### src/rtl/mem_arb_pkg.sv
// Shared types for the memory port arbiter.
//   owner_t     : which requester owns / is granted the memory port.
//   arb_state_t : arbiter FSM state (IDLE = port free, BUSY = one
//                 transaction outstanding, waiting for its response).
package mem_arb_pkg;

    typedef enum logic {
        IMEM = 1'b0,
        DMEM = 1'b1
    } owner_t;

    typedef enum logic {
        IDLE = 1'b0,
        BUSY = 1'b1
    } arb_state_t;

endpackage

### src/rtl/mem_port_arbiter_if.sv
// Bus bundle for the memory port arbiter: the fetch request/response
// channel (imem_*), the load/store channel (dmem_*) and the shared memory
// channel (mem_*).
//
// Handshake rule for every channel: a transfer happens on a rising clock
// edge where valid and ready are both high. A source holds valid and its
// payload stable until that edge; ready may depend combinationally on valid.
//
// Modports:
//   slave  : the arbiter side (takes requester requests, drives memory).
//   master : the environment side (requesters + memory model).
interface mem_port_arbiter_if #(
    parameter int ADDR_W = 32,
    parameter int DATA_W = 32
);
    logic                  imem_req_valid;
    logic [ADDR_W-1:0]     imem_req_addr;
    logic                  imem_req_ready;
    logic                  imem_resp_valid;
    logic [DATA_W-1:0]     imem_resp_data;
    logic                  imem_resp_ready;

    logic                  dmem_req_valid;
    logic [ADDR_W-1:0]     dmem_req_addr;
    logic                  dmem_req_we;
    logic [DATA_W-1:0]     dmem_req_wdata;
    logic [DATA_W/8-1:0]   dmem_req_wstrb;
    logic                  dmem_req_ready;
    logic                  dmem_resp_valid;
    logic [DATA_W-1:0]     dmem_resp_data;
    logic                  dmem_resp_ready;

    logic                  mem_req_valid;
    logic [ADDR_W-1:0]     mem_req_addr;
    logic                  mem_req_we;
    logic [DATA_W-1:0]     mem_req_wdata;
    logic [DATA_W/8-1:0]   mem_req_wstrb;
    logic                  mem_req_ready;
    logic                  mem_resp_valid;
    logic [DATA_W-1:0]     mem_resp_data;
    logic                  mem_resp_ready;

    modport slave (
        input  imem_req_valid, imem_req_addr, imem_resp_ready,
        input  dmem_req_valid, dmem_req_addr, dmem_req_we, dmem_req_wdata,
        input  dmem_req_wstrb, dmem_resp_ready,
        input  mem_req_ready, mem_resp_valid, mem_resp_data,
        output imem_req_ready, imem_resp_valid, imem_resp_data,
        output dmem_req_ready, dmem_resp_valid, dmem_resp_data,
        output mem_req_valid, mem_req_addr, mem_req_we, mem_req_wdata,
        output mem_req_wstrb, mem_resp_ready
    );

    modport master (
        output imem_req_valid, imem_req_addr, imem_resp_ready,
        output dmem_req_valid, dmem_req_addr, dmem_req_we, dmem_req_wdata,
        output dmem_req_wstrb, dmem_resp_ready,
        output mem_req_ready, mem_resp_valid, mem_resp_data,
        input  imem_req_ready, imem_resp_valid, imem_resp_data,
        input  dmem_req_ready, dmem_resp_valid, dmem_resp_data,
        input  mem_req_valid, mem_req_addr, mem_req_we, mem_req_wdata,
        input  mem_req_wstrb, mem_resp_ready
    );

endinterface

### src/rtl/rr_arb2.sv
// Two-way round-robin grant with lock. Purely combinational.
// Ports:
//   req[1:0]   in  : req[0] = IMEM valid, req[1] = DMEM valid.
//   last_grant in  : requester granted on the previous fired request.
//   lock_valid in  : a stalled grant is pinned.
//   lock_owner in  : the pinned requester.
//   grant      out : selected requester (IMEM when nothing is requesting).
//   any        out : at least one requester is valid.
module rr_arb2
    import mem_arb_pkg::*;
(
    input  logic [1:0] req,
    input  owner_t     last_grant,
    input  logic       lock_valid,
    input  owner_t     lock_owner,
    output owner_t     grant,
    output logic       any
);

    always_comb begin
        any   = |req;
        grant = IMEM;
        if (lock_valid) begin
            // A request already presented to a stalled memory must not change.
            grant = lock_owner;
        end else if (req == 2'b11) begin
            grant = (last_grant == IMEM) ? DMEM : IMEM;
        end else if (req[1]) begin
            grant = DMEM;
        end
    end

endmodule

### src/rtl/mem_port_arbiter.sv
// Shares one memory port between instruction fetch (imem) and load/store
// (dmem). At most one transaction is outstanding; its response is routed
// back to the requester that issued it.
// Ports:
//   clk, reset    : rising-edge clock, synchronous active-high reset.
//   bus           : imem/dmem/mem channels (see mem_port_arbiter_if).
//   spurious_resp : one-cycle pulse when a memory response arrives in IDLE.
//   state_dbg     : current FSM state, for observation only.
// All outputs are combinational from registered state plus inputs; the
// request mux does not depend on mem_resp_*.
module mem_port_arbiter
    import mem_arb_pkg::*;
#(
    parameter int ADDR_W = 32,
    parameter int DATA_W = 32
) (
    input  logic                clk,
    input  logic                reset,
    mem_port_arbiter_if.slave   bus,
    output logic                spurious_resp,
    output arb_state_t          state_dbg
);

    arb_state_t state, state_n;
    owner_t     owner, owner_n;
    owner_t     last_grant, last_grant_n;
    logic       lock_valid, lock_valid_n;
    owner_t     lock_owner, lock_owner_n;

    owner_t     grant;
    logic       any;

    logic [ADDR_W-1:0]   req_addr;
    logic [DATA_W-1:0]   req_wdata;
    logic [DATA_W/8-1:0] req_wstrb;
    logic                req_we;

    rr_arb2 u_rr_arb2 (
        .req        ({bus.dmem_req_valid, bus.imem_req_valid}),
        .last_grant (last_grant),
        .lock_valid (lock_valid),
        .lock_owner (lock_owner),
        .grant      (grant),
        .any        (any)
    );

    // Payload of the granted requester; fetch requests are always reads.
    always_comb begin
        req_addr  = bus.imem_req_addr;
        req_we    = 1'b0;
        req_wdata = '0;
        req_wstrb = '0;
        if (grant == DMEM) begin
            req_addr  = bus.dmem_req_addr;
            req_we    = bus.dmem_req_we;
            req_wdata = bus.dmem_req_wdata;
            req_wstrb = bus.dmem_req_wstrb;
        end
    end

    always_ff @(posedge clk) begin
        if (reset) begin
            state      <= IDLE;
            owner      <= IMEM;
            last_grant <= DMEM;   // IMEM wins the first tie
            lock_valid <= 1'b0;
            lock_owner <= IMEM;
        end else begin
            state      <= state_n;
            owner      <= owner_n;
            last_grant <= last_grant_n;
            lock_valid <= lock_valid_n;
            lock_owner <= lock_owner_n;
        end
    end

    always_comb begin
        state_n      = state;
        owner_n      = owner;
        last_grant_n = last_grant;
        lock_valid_n = lock_valid;
        lock_owner_n = lock_owner;

        bus.mem_req_valid   = 1'b0;
        bus.mem_req_addr    = '0;
        bus.mem_req_we      = 1'b0;
        bus.mem_req_wdata   = '0;
        bus.mem_req_wstrb   = '0;
        bus.mem_resp_ready  = 1'b0;
        bus.imem_req_ready  = 1'b0;
        bus.dmem_req_ready  = 1'b0;
        bus.imem_resp_valid = 1'b0;
        bus.imem_resp_data  = '0;
        bus.dmem_resp_valid = 1'b0;
        bus.dmem_resp_data  = '0;
        spurious_resp       = 1'b0;

        case (state)
            IDLE: begin
                bus.mem_req_valid = any;
                bus.mem_req_addr  = req_addr;
                bus.mem_req_we    = req_we;
                bus.mem_req_wdata = req_wdata;
                bus.mem_req_wstrb = req_wstrb;
                if (grant == IMEM) begin
                    bus.imem_req_ready = bus.mem_req_ready;
                end else begin
                    bus.dmem_req_ready = bus.mem_req_ready;
                end
                // Stray responses (e.g. from a transaction cut off by reset)
                // are drained here and flagged, never forwarded.
                bus.mem_resp_ready = 1'b1;
                spurious_resp      = bus.mem_resp_valid;
                if (any && bus.mem_req_ready) begin
                    state_n      = BUSY;
                    owner_n      = grant;
                    last_grant_n = grant;
                    lock_valid_n = 1'b0;
                end else if (any) begin
                    lock_valid_n = 1'b1;
                    lock_owner_n = grant;
                end
            end
            BUSY: begin
                if (owner == IMEM) begin
                    bus.imem_resp_valid = bus.mem_resp_valid;
                    bus.imem_resp_data  = bus.mem_resp_data;
                    bus.mem_resp_ready  = bus.imem_resp_ready;
                end else begin
                    bus.dmem_resp_valid = bus.mem_resp_valid;
                    bus.dmem_resp_data  = bus.mem_resp_data;
                    bus.mem_resp_ready  = bus.dmem_resp_ready;
                end
                if (bus.mem_resp_valid && bus.mem_resp_ready) begin
                    state_n = IDLE;
                end
            end
            default: state_n = IDLE;
        endcase
    end

    assign state_dbg = state;

endmodule

### src/flat_wrapper.sv
// flat-port wrapper written by rule: the top's interface ports become plain ports
module mem_port_arbiter_flat import mem_arb_pkg::*;
#(
    parameter int ADDR_W = 32,
    parameter int DATA_W = 32
)
  (clk, reset, spurious_resp, state_dbg, bus_imem_req_valid, bus_imem_req_addr, bus_imem_resp_ready, bus_dmem_req_valid, bus_dmem_req_addr, bus_dmem_req_we, bus_dmem_req_wdata, bus_dmem_req_wstrb, bus_dmem_resp_ready, bus_mem_req_ready, bus_mem_resp_valid, bus_mem_resp_data, bus_imem_req_ready, bus_imem_resp_valid, bus_imem_resp_data, bus_dmem_req_ready, bus_dmem_resp_valid, bus_dmem_resp_data, bus_mem_req_valid, bus_mem_req_addr, bus_mem_req_we, bus_mem_req_wdata, bus_mem_req_wstrb, bus_mem_resp_ready);
  mem_port_arbiter_if #(.ADDR_W(ADDR_W), .DATA_W(DATA_W)) bus_i ();
  input  logic clk;
  input  logic reset;
  output logic spurious_resp;
  output arb_state_t state_dbg;
  input wire logic [$bits(bus_i.imem_req_valid)-1:0] bus_imem_req_valid;
  input wire logic [$bits(bus_i.imem_req_addr)-1:0] bus_imem_req_addr;
  input wire logic [$bits(bus_i.imem_resp_ready)-1:0] bus_imem_resp_ready;
  input wire logic [$bits(bus_i.dmem_req_valid)-1:0] bus_dmem_req_valid;
  input wire logic [$bits(bus_i.dmem_req_addr)-1:0] bus_dmem_req_addr;
  input wire logic [$bits(bus_i.dmem_req_we)-1:0] bus_dmem_req_we;
  input wire logic [$bits(bus_i.dmem_req_wdata)-1:0] bus_dmem_req_wdata;
  input wire logic [$bits(bus_i.dmem_req_wstrb)-1:0] bus_dmem_req_wstrb;
  input wire logic [$bits(bus_i.dmem_resp_ready)-1:0] bus_dmem_resp_ready;
  input wire logic [$bits(bus_i.mem_req_ready)-1:0] bus_mem_req_ready;
  input wire logic [$bits(bus_i.mem_resp_valid)-1:0] bus_mem_resp_valid;
  input wire logic [$bits(bus_i.mem_resp_data)-1:0] bus_mem_resp_data;
  output wire logic [$bits(bus_i.imem_req_ready)-1:0] bus_imem_req_ready;
  output wire logic [$bits(bus_i.imem_resp_valid)-1:0] bus_imem_resp_valid;
  output wire logic [$bits(bus_i.imem_resp_data)-1:0] bus_imem_resp_data;
  output wire logic [$bits(bus_i.dmem_req_ready)-1:0] bus_dmem_req_ready;
  output wire logic [$bits(bus_i.dmem_resp_valid)-1:0] bus_dmem_resp_valid;
  output wire logic [$bits(bus_i.dmem_resp_data)-1:0] bus_dmem_resp_data;
  output wire logic [$bits(bus_i.mem_req_valid)-1:0] bus_mem_req_valid;
  output wire logic [$bits(bus_i.mem_req_addr)-1:0] bus_mem_req_addr;
  output wire logic [$bits(bus_i.mem_req_we)-1:0] bus_mem_req_we;
  output wire logic [$bits(bus_i.mem_req_wdata)-1:0] bus_mem_req_wdata;
  output wire logic [$bits(bus_i.mem_req_wstrb)-1:0] bus_mem_req_wstrb;
  output wire logic [$bits(bus_i.mem_resp_ready)-1:0] bus_mem_resp_ready;
  assign bus_i.imem_req_valid = bus_imem_req_valid;
  assign bus_i.imem_req_addr = bus_imem_req_addr;
  assign bus_i.imem_resp_ready = bus_imem_resp_ready;
  assign bus_i.dmem_req_valid = bus_dmem_req_valid;
  assign bus_i.dmem_req_addr = bus_dmem_req_addr;
  assign bus_i.dmem_req_we = bus_dmem_req_we;
  assign bus_i.dmem_req_wdata = bus_dmem_req_wdata;
  assign bus_i.dmem_req_wstrb = bus_dmem_req_wstrb;
  assign bus_i.dmem_resp_ready = bus_dmem_resp_ready;
  assign bus_i.mem_req_ready = bus_mem_req_ready;
  assign bus_i.mem_resp_valid = bus_mem_resp_valid;
  assign bus_i.mem_resp_data = bus_mem_resp_data;
  assign bus_imem_req_ready = bus_i.imem_req_ready;
  assign bus_imem_resp_valid = bus_i.imem_resp_valid;
  assign bus_imem_resp_data = bus_i.imem_resp_data;
  assign bus_dmem_req_ready = bus_i.dmem_req_ready;
  assign bus_dmem_resp_valid = bus_i.dmem_resp_valid;
  assign bus_dmem_resp_data = bus_i.dmem_resp_data;
  assign bus_mem_req_valid = bus_i.mem_req_valid;
  assign bus_mem_req_addr = bus_i.mem_req_addr;
  assign bus_mem_req_we = bus_i.mem_req_we;
  assign bus_mem_req_wdata = bus_i.mem_req_wdata;
  assign bus_mem_req_wstrb = bus_i.mem_req_wstrb;
  assign bus_mem_resp_ready = bus_i.mem_resp_ready;
  mem_port_arbiter #(.ADDR_W(ADDR_W), .DATA_W(DATA_W)) u_core (.clk(clk), .reset(reset), .bus(bus_i), .spurious_resp(spurious_resp), .state_dbg(state_dbg));
endmodule
### config.mk
export PLATFORM = sky130hd
export DESIGN_NAME = mem_port_arbiter_flat
export DESIGN_NICKNAME = d
export VERILOG_FILES = /design/src/rtl/mem_arb_pkg.sv /design/src/rtl/mem_port_arbiter_if.sv /design/src/rtl/rr_arb2.sv /design/src/rtl/mem_port_arbiter.sv /design/src/flat_wrapper.sv
export SDC_FILE = /design/constraint.sdc
export NUM_CORES = 1
export LEC_CHECK = 0
export BUFFER_PORTS_ARGS = -buffer_cell sky130_fd_sc_hd__buf_2
export CAP_MARGIN = 20
export CORE_AREA = 3 3 110 112
export CTS_CLUSTER_DIAMETER = 30
export DETAILED_ROUTE_END_ITERATION = 6
export DIE_AREA = 0 0 113 115
export PLACE_DENSITY = 0.51
export SLEW_MARGIN = 25
export SYNTH_ARGS = -nofsm -noshare
export SYNTH_HDL_FRONTEND = slang
export SYNTH_SLANG_ARGS = --single-unit
### constraint.sdc
create_clock -name clk -period 3.3 [get_ports clk]
set_input_delay 0.165 -clock clk [delete_from_list [all_inputs] [get_ports clk]]
set_output_delay 0.165 -clock clk [all_outputs]
set_load 0.02 [all_outputs]
==> results.json <==
{
  "cts_tree": "done",
  "finalMaxSlewViolations": 0,
  "synthArstFlopShare_pct": 0,
  "final_cell_mix": "buf_2 (281), nand2b_1 (65), and2_1 (33), mux2i_1 (33), and3_1 (33)",
  "hold_viol": 0,
  "setup_viol": 0,
  "outcome": "completed",
  "synth_edf_count": 0,
  "synth_top_area_share_pct": 20.7,
  "synth-xor-area-share_pct": 0,
  "die_w_um": 113,
  "synthSimpleGateAreaFrac_pct": 64.8,
  "relSlewSlack_pct": 36.0,
  "synth_cell_types": 23,
  "rrSetupSlack_ns": 1.49,
  "area_growth_pct": 79.1,
  "hold_path_class": "primary input to flip-flop",
  "hold_path_depth": 2,
  "cts_resized": 0,
  "dpl.hpwl_mm": 6.60,
  "avgViaCountPerCell": 4.16,
  "pwr-share-comb_pct": 66.9,
  "critPathKind": "flip-flop to primary output",
  "p_switching_mw": 0.434,
  "grt_max_degree": 97,
  "crit_slowest_cell": "mux2i_4",
  "syn_avg_cell_area_sq_um": 7.69,
  "core_sq_um": 11300,
  "clkSlewWorstSetupHoldPaths_ns": 0.03,
  "synth_top_family_by_area": "simple AND/OR/NAND/NOR gates",
  "vias": 2733,
  "period_needed_ns": 2.30,
  "finalClockSkew_ns": 0.000224,
  "synth_ff_type": "dfxtp_1",
  "cts.sinks": 5,
  "clkLatencyLatePin_ns": 0.22,
  "num_io_pins": 282,
  "routabilityCongestion": 0.754,
  "detail-route-antenna-nets": 0,
  "worst_pin_slew_ns": 0.960,
  "initial_core_util_pct": 17.4,
  "routedWlPerCell_um": 12.1,
  "critPathRequiredTime_ns": 3.13,
  "total_leakage_power_nw": 2.26,
  "antenna_found_initial": 0,
  "routed_wl_mm": 7.98,
  "layout_commonest_cell": "buf_2",
  "cp_data_arrival_time_ns": 2.13,
  "hold_buffers": 0,
  "start_kind": "flip-flop",
  "cts_setup_buffers": 0,
  "grtUsageTotal_pct": 10.6,
  "num_rows": 39,
  "firstDrtPassIters": 4,
  "fmax_mhz": 435,
  "overflow": 0,
  "fin_crit_sh_pct": 69.6,
  "yosysSeqAreaShare_pct": 5.09,
  "drt_iter0_drc": 60,
  "intPower_mw": 0.500,
  "io_buffer_count": 281,
  "synthMuxAreaShare_pct": 17.3,
  "swShare_pct": 46.5,
  "die_area_sq_um": 13000,
  "syn-cell-area_sq_um": 1970,
  "cpPeakStageDelay_ns": 0.70,
  "maxCapViolations": 0,
  "synth_warnings": 0,
  "crit_path_cell_trace": "mux2i_4, buf_12, mux2i_1, buf_2",
  "rsz0062_at_grt": "no",
  "fin_util_pct": 31.1,
  "synth_compound_area_share_pct": 3.94,
  "root_buffer": "clkbuf_16",
  "power_mw": 0.935,
  "p_per_area_nw_per_um2": 265,
  "synth_area_leaders": "nand2b_1 (21%), nor3b_2 (18%), mux2i_1 (17%)",
  "n_antenna_cell": 0,
  "worst-path-max-fanout": 43,
  "drive_above_1_share_pct": 62.3,
  "ff2ff_path_depth": 3,
  "die_h_um": 115,
  "hold_ws_ns": 0.163,
  "cts.path.max_buffers": 2,
  "synthAdderAreaFrac_pct": 0,
  "cts_max_level": 1,
  "clockPowerShare_pct": 21.1,
  "synth_cells": 256,
  "synth_top_cell_by_area": "nand2b_1",
  "syn_nets": 397,
  "grt_pass1_vias": 2581,
  "end_kind": "primary output",
  "pwr-share-seq_pct": 12.0,
  "grt_pass1_wl_mm": 12.0,
  "peakVddDrop_mv": 0.162,
  "yosys_register_bits": 5,
  "drc": 0,
  "final_nets": 656,
  "cts_made_buffers": 3,
  "fin_setup_tns_ns": 0
}
[metrics by stage]
stage                     area, sq um  instances  worst slack, ns
final                            3520        657             1.00
after global routing             3520        657            0.831
after CTS                        3520        657            0.979
after detailed placement         3440        653             1.22
after global placement           3440        653             1.27
after floorplan                  1970        256             1.68
[logic make-up after synthesis]
group	Yosys count
and+or+nand+nor	174
AOI/OAI and AO/OA	10
muxes	34
buffers and inverters	33
DFF	5
[worst max-delay path, delay by kind of cell (launching register included)]
kind                   cells  cell delay, ns
buffers and inverters      2            0.54
multiplexers               2            0.94
flip-flops                 1            0.38
[final timing paths]
| check | start | endpoint |
|---|---|---|
| min reg2reg | u_core.lock_owner | u_core.lock_owner |
| min | reset | u_core.state_dbg |
| max reg2reg | u_core.state_dbg | u_core.last_grant |
| max | u_core.lock_valid | bus_mem_req_addr[23] |
[metal layers]
layer / vias to the layer above / global-route usage (%) / wire length (um)
met5: - / 0 / 0
met4: 0 / 1.44 / 39
met3: 4 / 1.58 / 698
met2: 136 / 20.3 / 4200
met1: 1210 / 12.9 / 3040
li1: 1383 / - / -
[cell usage after synthesis, drive strengths merged, types with 2 or more instances]
master,n
a311oi,2
nand2,2
a21oi,2
inv,2
nor2b,2
and3,33
clkbuf,15
buf,16
nand2b,65
nor3b,38
dfxtp,5
and2,33
mux2i,34
[power by group through the flow]
| stage | logic, mW | registers [mW] | clock network, mW |
|---|---|---|---|
| floorplan | 0.443 | 0.0724 | 0 |
| global placement | 0.626 | 0.111 | 0 |
| detailed placement | 0.632 | 0.113 | 0 |
| CTS | 0.635 | 0.112 | 0.200 |
| global route | 0.679 | 0.117 | 0.206 |
| finish | 0.625 | 0.112 | 0.197 |
[final cells by class]
cell class	count	area (sq um)
Clock buffer	4	78.8
Fill cell	1227	7800
Inverter	2	7.51
Multi-Input combinational cell	218	1710
Sequential cell	5	105
Tap cell	143	179
Timing Repair Buffer	285	1450
[sequential cells by signal, summed over array words and instances, names as in the netlist]
register / flops
u_core.lock_valid: 1
u_core.owner: 1
u_core.lock_owner: 1
u_core.state_dbg: 1
u_core.last_grant: 1
No activity file was read; power rests on OpenSTA's default activity.
